<file path="src/rtl/ex_muldiv_unit_if.sv">
// EX-stage <-> multiply/divide unit handshake: op issue from the ID/EX register,
// stall request back to the hazard unit, and the completed result toward EX/MEM.
interface ex_muldiv_unit_if #(
  parameter int XLEN = 32
);
  logic            start_E;
  logic [2:0]      op_E;
  logic [XLEN-1:0] srcA_E;
  logic [XLEN-1:0] srcB_E;
  logic [4:0]      rd_E;
  logic            flush_E;
  logic            advance_E;
  logic            stall_req;
  logic            busy;
  logic            result_valid;
  logic [XLEN-1:0] result;
  logic [4:0]      result_rd;

  modport master (
    output start_E, op_E, srcA_E, srcB_E, rd_E, flush_E, advance_E,
    input  stall_req, busy, result_valid, result, result_rd
  );

  modport slave (
    input  start_E, op_E, srcA_E, srcB_E, rd_E, flush_E, advance_E,
    output stall_req, busy, result_valid, result, result_rd
  );
endinterface

</file>
<file path="src/rtl/ex_muldiv_unit.sv">
// RV32M execute unit: single-cycle-registered multiply, bit-serial restoring divide.
// Holds the pipeline via stall_req while working and presents the result until EX advances.
module ex_muldiv_unit #(
  parameter int XLEN  = 32,
  parameter int CNT_W = $clog2(XLEN) + 1
) (
  input  logic            clk,
  input  logic            rst_n,
  ex_muldiv_unit_if.slave bus
);
  typedef enum logic [1:0] {IDLE, MUL, DIV, DONE} state_t;

  localparam logic [XLEN-1:0] SMIN = {1'b1, {(XLEN-1){1'b0}}};

  state_t            state_q, state_d;
  logic [CNT_W-1:0]  counter_q;
  logic [2:0]        op_q;
  logic [XLEN-1:0]   a_q, b_q, quo_q, dvs_q;
  logic [XLEN:0]     rem_q;
  logic [4:0]        rd_q;
  logic              neg_q, neg_r;
  logic [XLEN-1:0]   res_q;
  logic [4:0]        res_rd_q;

  // accept-cycle decode
  logic            accept, div_zero, div_ovf, special, a_neg, b_neg;
  logic [XLEN-1:0] special_res, a_mag, b_mag;

  assign accept      = (state_q == IDLE) & bus.start_E & ~bus.flush_E;
  assign div_zero    = (bus.srcB_E == '0);
  assign div_ovf     = ~bus.op_E[0] & (bus.srcA_E == SMIN) & (bus.srcB_E == '1);
  assign special     = bus.op_E[2] & (div_zero | div_ovf);
  assign special_res = bus.op_E[1] ? (div_zero ? bus.srcA_E : '0)
                                   : (div_zero ? '1 : SMIN);
  assign a_neg       = ~bus.op_E[0] & bus.srcA_E[XLEN-1];
  assign b_neg       = ~bus.op_E[0] & bus.srcB_E[XLEN-1];
  assign a_mag       = a_neg ? -bus.srcA_E : bus.srcA_E;
  assign b_mag       = b_neg ? -bus.srcB_E : bus.srcB_E;

  // Multiply: 33-bit extended operands; the low 2*XLEN bits of the product are exact.
  logic              a_sgn, b_sgn;
  logic [2*XLEN-1:0] a_w, b_w, prod;
  logic [XLEN-1:0]   mul_res;

  assign a_sgn   = ~(op_q[1] & op_q[0]) & a_q[XLEN-1];
  assign b_sgn   = ~op_q[1] & b_q[XLEN-1];
  assign a_w     = {{XLEN{a_sgn}}, a_q};
  assign b_w     = {{XLEN{b_sgn}}, b_q};
  assign prod    = a_w * b_w;
  assign mul_res = (op_q[1:0] == 2'd0) ? prod[XLEN-1:0] : prod[2*XLEN-1:XLEN];

  // Restoring divide step; rem carries one spare bit so the borrow lands in shifted's top bit.
  logic [XLEN+1:0] shifted, diff;
  logic            q_bit;
  logic [XLEN:0]   rem_nx;
  logic [XLEN-1:0] quo_nx, r_fin, div_res;

  assign shifted = {rem_q, quo_q[XLEN-1]};
  assign diff    = shifted - {2'b00, dvs_q};
  assign q_bit   = ~diff[XLEN+1];
  assign rem_nx  = q_bit ? diff[XLEN:0] : shifted[XLEN:0];
  assign quo_nx  = {quo_q[XLEN-2:0], q_bit};
  assign r_fin   = rem_nx[XLEN-1:0];
  assign div_res = op_q[1] ? (neg_r ? -r_fin : r_fin)
                           : (neg_q ? -quo_nx : quo_nx);

  always_comb begin
    state_d = state_q;
    unique case (state_q)
      IDLE: if (accept) state_d = !bus.op_E[2] ? MUL : (special ? DONE : DIV);
      MUL:  state_d = DONE;
      DIV:  if (counter_q == CNT_W'(1)) state_d = DONE;
      DONE: if (bus.advance_E) state_d = IDLE;
      default: state_d = IDLE;
    endcase
    if (bus.flush_E) state_d = IDLE;
  end

  always_ff @(posedge clk) begin
    if (!rst_n) begin
      state_q   <= IDLE;
      counter_q <= '0;
      op_q      <= '0;
      a_q       <= '0;
      b_q       <= '0;
      quo_q     <= '0;
      dvs_q     <= '0;
      rem_q     <= '0;
      rd_q      <= '0;
      neg_q     <= 1'b0;
      neg_r     <= 1'b0;
      res_q     <= '0;
      res_rd_q  <= '0;
    end else begin
      state_q <= state_d;
      if (accept) begin
        op_q  <= bus.op_E;
        a_q   <= bus.srcA_E;
        b_q   <= bus.srcB_E;
        rd_q  <= bus.rd_E;
        quo_q <= a_mag;
        dvs_q <= b_mag;
        rem_q <= '0;
        neg_q <= a_neg ^ b_neg;
        neg_r <= a_neg;
        if (state_d == DIV) counter_q <= CNT_W'(XLEN);
      end
      if (state_q == DIV) begin
        rem_q     <= rem_nx;
        quo_q     <= quo_nx;
        counter_q <= counter_q - CNT_W'(1);
      end
      if (state_q != DONE && state_d == DONE) begin
        unique case (state_q)
          IDLE:    begin res_q <= special_res; res_rd_q <= bus.rd_E; end
          MUL:     begin res_q <= mul_res;     res_rd_q <= rd_q;     end
          default: begin res_q <= div_res;     res_rd_q <= rd_q;     end
        endcase
      end
    end
  end

  assign bus.stall_req    = accept | (state_q == MUL) | (state_q == DIV);
  assign bus.busy         = (state_q != IDLE);
  assign bus.result_valid = (state_q == DONE);
  assign bus.result       = res_q;
  assign bus.result_rd    = res_rd_q;
endmodule

</file>
<file path="src/flat_wrapper.sv">
// flat-port wrapper written by rule: the top's interface ports become plain ports
module ex_muldiv_unit_flat 
#(
  parameter int XLEN  = 32,
  parameter int CNT_W = $clog2(XLEN) + 1
)
  (clk, rst_n, bus_start_E, bus_op_E, bus_srcA_E, bus_srcB_E, bus_rd_E, bus_flush_E, bus_advance_E, bus_stall_req, bus_busy, bus_result_valid, bus_result, bus_result_rd);
  ex_muldiv_unit_if #(.XLEN(XLEN)) bus_i ();
  input  logic clk;
  input  logic rst_n;
  input wire logic [$bits(bus_i.start_E)-1:0] bus_start_E;
  input wire logic [$bits(bus_i.op_E)-1:0] bus_op_E;
  input wire logic [$bits(bus_i.srcA_E)-1:0] bus_srcA_E;
  input wire logic [$bits(bus_i.srcB_E)-1:0] bus_srcB_E;
  input wire logic [$bits(bus_i.rd_E)-1:0] bus_rd_E;
  input wire logic [$bits(bus_i.flush_E)-1:0] bus_flush_E;
  input wire logic [$bits(bus_i.advance_E)-1:0] bus_advance_E;
  output wire logic [$bits(bus_i.stall_req)-1:0] bus_stall_req;
  output wire logic [$bits(bus_i.busy)-1:0] bus_busy;
  output wire logic [$bits(bus_i.result_valid)-1:0] bus_result_valid;
  output wire logic [$bits(bus_i.result)-1:0] bus_result;
  output wire logic [$bits(bus_i.result_rd)-1:0] bus_result_rd;
  assign bus_i.start_E = bus_start_E;
  assign bus_i.op_E = bus_op_E;
  assign bus_i.srcA_E = bus_srcA_E;
  assign bus_i.srcB_E = bus_srcB_E;
  assign bus_i.rd_E = bus_rd_E;
  assign bus_i.flush_E = bus_flush_E;
  assign bus_i.advance_E = bus_advance_E;
  assign bus_stall_req = bus_i.stall_req;
  assign bus_busy = bus_i.busy;
  assign bus_result_valid = bus_i.result_valid;
  assign bus_result = bus_i.result;
  assign bus_result_rd = bus_i.result_rd;
  ex_muldiv_unit #(.XLEN(XLEN), .CNT_W(CNT_W)) u_core (.clk(clk), .rst_n(rst_n), .bus(bus_i));
endmodule
</file>
<file path="config.mk">
export PLATFORM = sky130hd
export DESIGN_NAME = ex_muldiv_unit_flat
export DESIGN_NICKNAME = d
export VERILOG_FILES = /design/src/rtl/ex_muldiv_unit_if.sv /design/src/rtl/ex_muldiv_unit.sv /design/src/flat_wrapper.sv
export SDC_FILE = /design/constraint.sdc
export NUM_CORES = 2
export LEC_CHECK = 0
export CORE_MARGIN = 5
export CORE_UTILIZATION = 45
export DETAILED_ROUTE_END_ITERATION = 16
export PLACE_DENSITY = 0.64
export SYNTH_ARGS = -nofsm -noshare
export SYNTH_HDL_FRONTEND = slang
export SYNTH_SLANG_ARGS = --single-unit
</file>
<file path="constraint.sdc">
create_clock -name clk -period 18.3 [get_ports clk]
set_clock_uncertainty 0.1 [all_clocks]
set_input_delay 1.83 -clock clk [delete_from_list [all_inputs] [get_ports clk]]
set_output_delay 1.83 -clock clk [all_outputs]
set_load 0.01 [all_outputs]
</file>
==> flow_metrics.env <==
export IMPL_grt_max_degree=104
export IMPL_power_leakage_nw=25.9
export IMPL_cts_hold_buf=0
export IMPL_fin_ws_ps=8650
export IMPL_ir_drop_mv=0.0706
export IMPL_die_x_um=352
export IMPL_crit_type="reg -> reg"
export IMPL_syn_area_per_cell_um2=8.49
export IMPL_min_path_type="reg -> reg"
export IMPL_area_delta_synth_final_pct=6.11
export IMPL_io_pins=117
export IMPL_arrival_ps=10000
export IMPL_status="complete, no violations"
export IMPL_grtUsageTotal_pct=25.8
export IMPL_ys_ff_latch=214
export IMPL_cts_resized=0
export IMPL_r2r_start="u_core.a_q[31]"
export IMPL_ys_seq_area_share_pct=8.15
export IMPL_ys_flop_type="dfxtp_1"
export IMPL_drive_above_1_share_pct=3.57
export IMPL_grt_pass1_wl_mm=253
export IMPL_dr_pass1_iters=6
export IMPL_syn_nets=7644
export IMPL_tightest_slew_ps=1300
export IMPL_required_ps=18650
export IMPL_viasPerCell=5.58
export IMPL_synthCells=6190
export IMPL_chipHeight_um=352
export IMPL_mostFrequentLayoutCell="inv_1"
export IMPL_syn_area_um2=52500
export IMPL_final_hold_viol_count=0
export IMPL_placed_cell_area_um2=54800
export IMPL_core_um2=116000
export IMPL_numClockSinks=214
export IMPL_port_buffers=116
export IMPL_finalPower_mw=1.92
export IMPL_period_minus_slack_ps=9650
export IMPL_crit_start="u_core.a_q[31]"
export IMPL_critPathLaunchType="flop"
export IMPL_rrSetupSlack_ps=8650
export IMPL_clock_latency_ps=560
export IMPL_fmax_mhz=104
export IMPL_routabilityCongestion=0.972
export IMPL_post_route_util_pct=48.0
export IMPL_num_vias=42427
export IMPL_dpl_worst_slack_ps=8630
export IMPL_floorplan_initialDensity_pct=45.3
export IMPL_htree_levels=1
export IMPL_cellPowerDensity_nw_per_um2=34.4
export IMPL_cts_tree="done"
export IMPL_ant_nets=0
export IMPL_numCtsBuffers=27
export IMPL_num_rows=125
export IMPL_grt_remaining_overflow=0
export IMPL_crit_fanout=34
export IMPL_synth_edff_count=0
export IMPL_wl_per_cell_um=20.6
export IMPL_wirelength_mm=156
export IMPL_drcViolationCount=0
export IMPL_ys_types=101
export IMPL_antenna_found_initial=1
export IMPL_post_route_period_util_pct=52.7
export IMPL_rsz0062_at_grt="false"
export IMPL_clk_pin_slew_ps=60
export IMPL_first_global_vias=44679
export IMPL_cts_setup_buffers=0
export IMPL_critPathMostFrequentCell="fa_1"
export IMPL_drtIter0Drc=3202
export IMPL_slowest_delay_ps=780
export IMPL_fin_area_um2=55800
export IMPL_maxSlewHeadroom_pct=13.3
export IMPL_tns_ps=0
export IMPL_final_setup_viol_count=0
export IMPL_crit_slowest_cell="fa_1"
export IMPL_end_kind="flop"
export IMPL_r2r_cells=29
export IMPL_die_area_um2=124000
export IMPL_yosys_warnings=0
export IMPL_final_cell_mix="inv_1, fa_1, nand2_1"
export IMPL_clockRootBuffer="clkbuf_16"
export IMPL_synthArstFlopShare_pct=0
export IMPL_drv_slew=0
export IMPL_r2r_end="u_core.bus.result[31]"
export IMPL_clockBufferDepth=3
export IMPL_cap_violations=0
export IMPL_hpwl_mm=125
export IMPL_critPathCapture="u_core.bus.result[31]"
export IMPL_layout_nets=7508
export IMPL_worstHoldStart="u_core.a_q[15]"
-- cell usage after synthesis, types with 19 or more instances --
master / n / share of area (%)
nand2_1: 1035 / 7.4
ha_1: 251 / 6.0
clkbuf_1: 332 / 2.4
a211oi_1: 51 / 0.73
dfxtp_1: 214 / 8.2
a31oi_1: 56 / 0.67
mux2i_1: 28 / 0.53
a21oi_1: 254 / 2.4
nand3_1: 57 / 0.54
xor2_1: 80 / 1.3
a22oi_1: 26 / 0.37
xnor2_1: 105 / 1.8
nor4_1: 19 / 0.23
fa_1: 1126 / 43
nor3_1: 46 / 0.44
or3_1: 32 / 0.38
o21a_1: 19 / 0.27
a221oi_1: 21 / 0.35
o21ai_0: 161 / 1.5
o31ai_1: 31 / 0.44
o211ai_1: 26 / 0.37
and2_1: 375 / 4.5
nor2_1: 259 / 1.9
nand4_1: 28 / 0.33
a21o_1: 48 / 0.69
inv_1: 1192 / 8.5
-- state kept, by name (all words and copies together) (netlist names) --
name,cells
u_core.rem_q,33
u_core.b_q,31
u_core.bus.result_rd,5
u_core.dvs_q,32
u_core.op_q,2
u_core.quo_q,32
u_core.bus.result,32
u_core.counter_q,6
u_core.rd_q,5
u_core.neg_r,1
u_core.state_q,2
u_core.a_q,32
u_core.neg_q,1
-- final cells by class --
| class | count | area, um2 |
|---|---|---|
| Antenna cell | 1 | 2.50 |
| Clock buffer | 33 | 738 |
| Clock inverter | 16 | 173 |
| Fill cell | 11241 | 60300 |
| Inverter | 1196 | 4490 |
| Multi-Input combinational cell | 4415 | 42400 |
| Sequential cell | 214 | 4300 |
| Tap cell | 1524 | 1910 |
| Timing Repair Buffer | 200 | 1790 |
-- cells by family (layout without fill, tap and decap cells) --
logic type | Yosys count | after routing | share of synthesized area, %
fa+ha+maj | 1377 | 1377 | 48.9
simple gates | 1965 | 1965 | 17.2
xor+xnor | 185 | 185 | 3.08
mux | 43 | 43 | 0.855
compound gates | 845 | 845 | 10.5
flops | 214 | 214 | 8.15
other cells | 0 | 1 | 0
buf+inv | 1561 | 1445 | 11.3
-- critical path, delay by kind of cell, from the launching register on --
family	cells	cell delay, ps
AND/OR/NAND/NOR	4	730
AO/OA/AOI/OAI	9	1770
buffers and inverters	7	1670
adder cells (fa/ha/maj)	9	4950
flip-flops	1	310
-- power by group --
| part | total, mW | internal (mW) | switching [mW] | leakage (nW) |
|---|---|---|---|---|
| registers | 0.518 | 0.486 | 0.0318 | 1.75 |
| clock network | 0.559 | 0.319 | 0.240 | 0.437 |
| logic | 0.838 | 0.292 | 0.546 | 23.7 |
| total | 1.92 | 1.10 | 0.818 | 25.9 |
-- stage by stage --
step / std cells / hold slack, ps
floorplan: 6190 / 332
CTS: 7598 / 356
finish: 7599 / 355
global route: 7598 / 370
detailed placement: 7549 / 348
global placement: 7549 / 342
-- how the worst min path moves through the flow --
stage               slack, ps                to  cells after the start
finish                    350    u_core.a_q[15]                      2
global route              370    u_core.a_q[19]                      2
CTS                       360    u_core.b_q[11]                      2
detailed placement        350    u_core.a_q[15]                      2
global placement          340    u_core.a_q[12]                      2
floorplan                 330  u_core.dvs_q[26]                      2
-- metal layers --
layer,GRT usage (%),share of wire (%),vias to the layer above,routed length [um]
li1,-,-,18792,-
met1,35.3,42,21856,66100
met2,43.6,48,1483,74800
met3,2.62,6.0,296,9330
met4,7.93,3.8,0,5900
met5,0,0,-,0
Power figures use the tool's default switching activity.
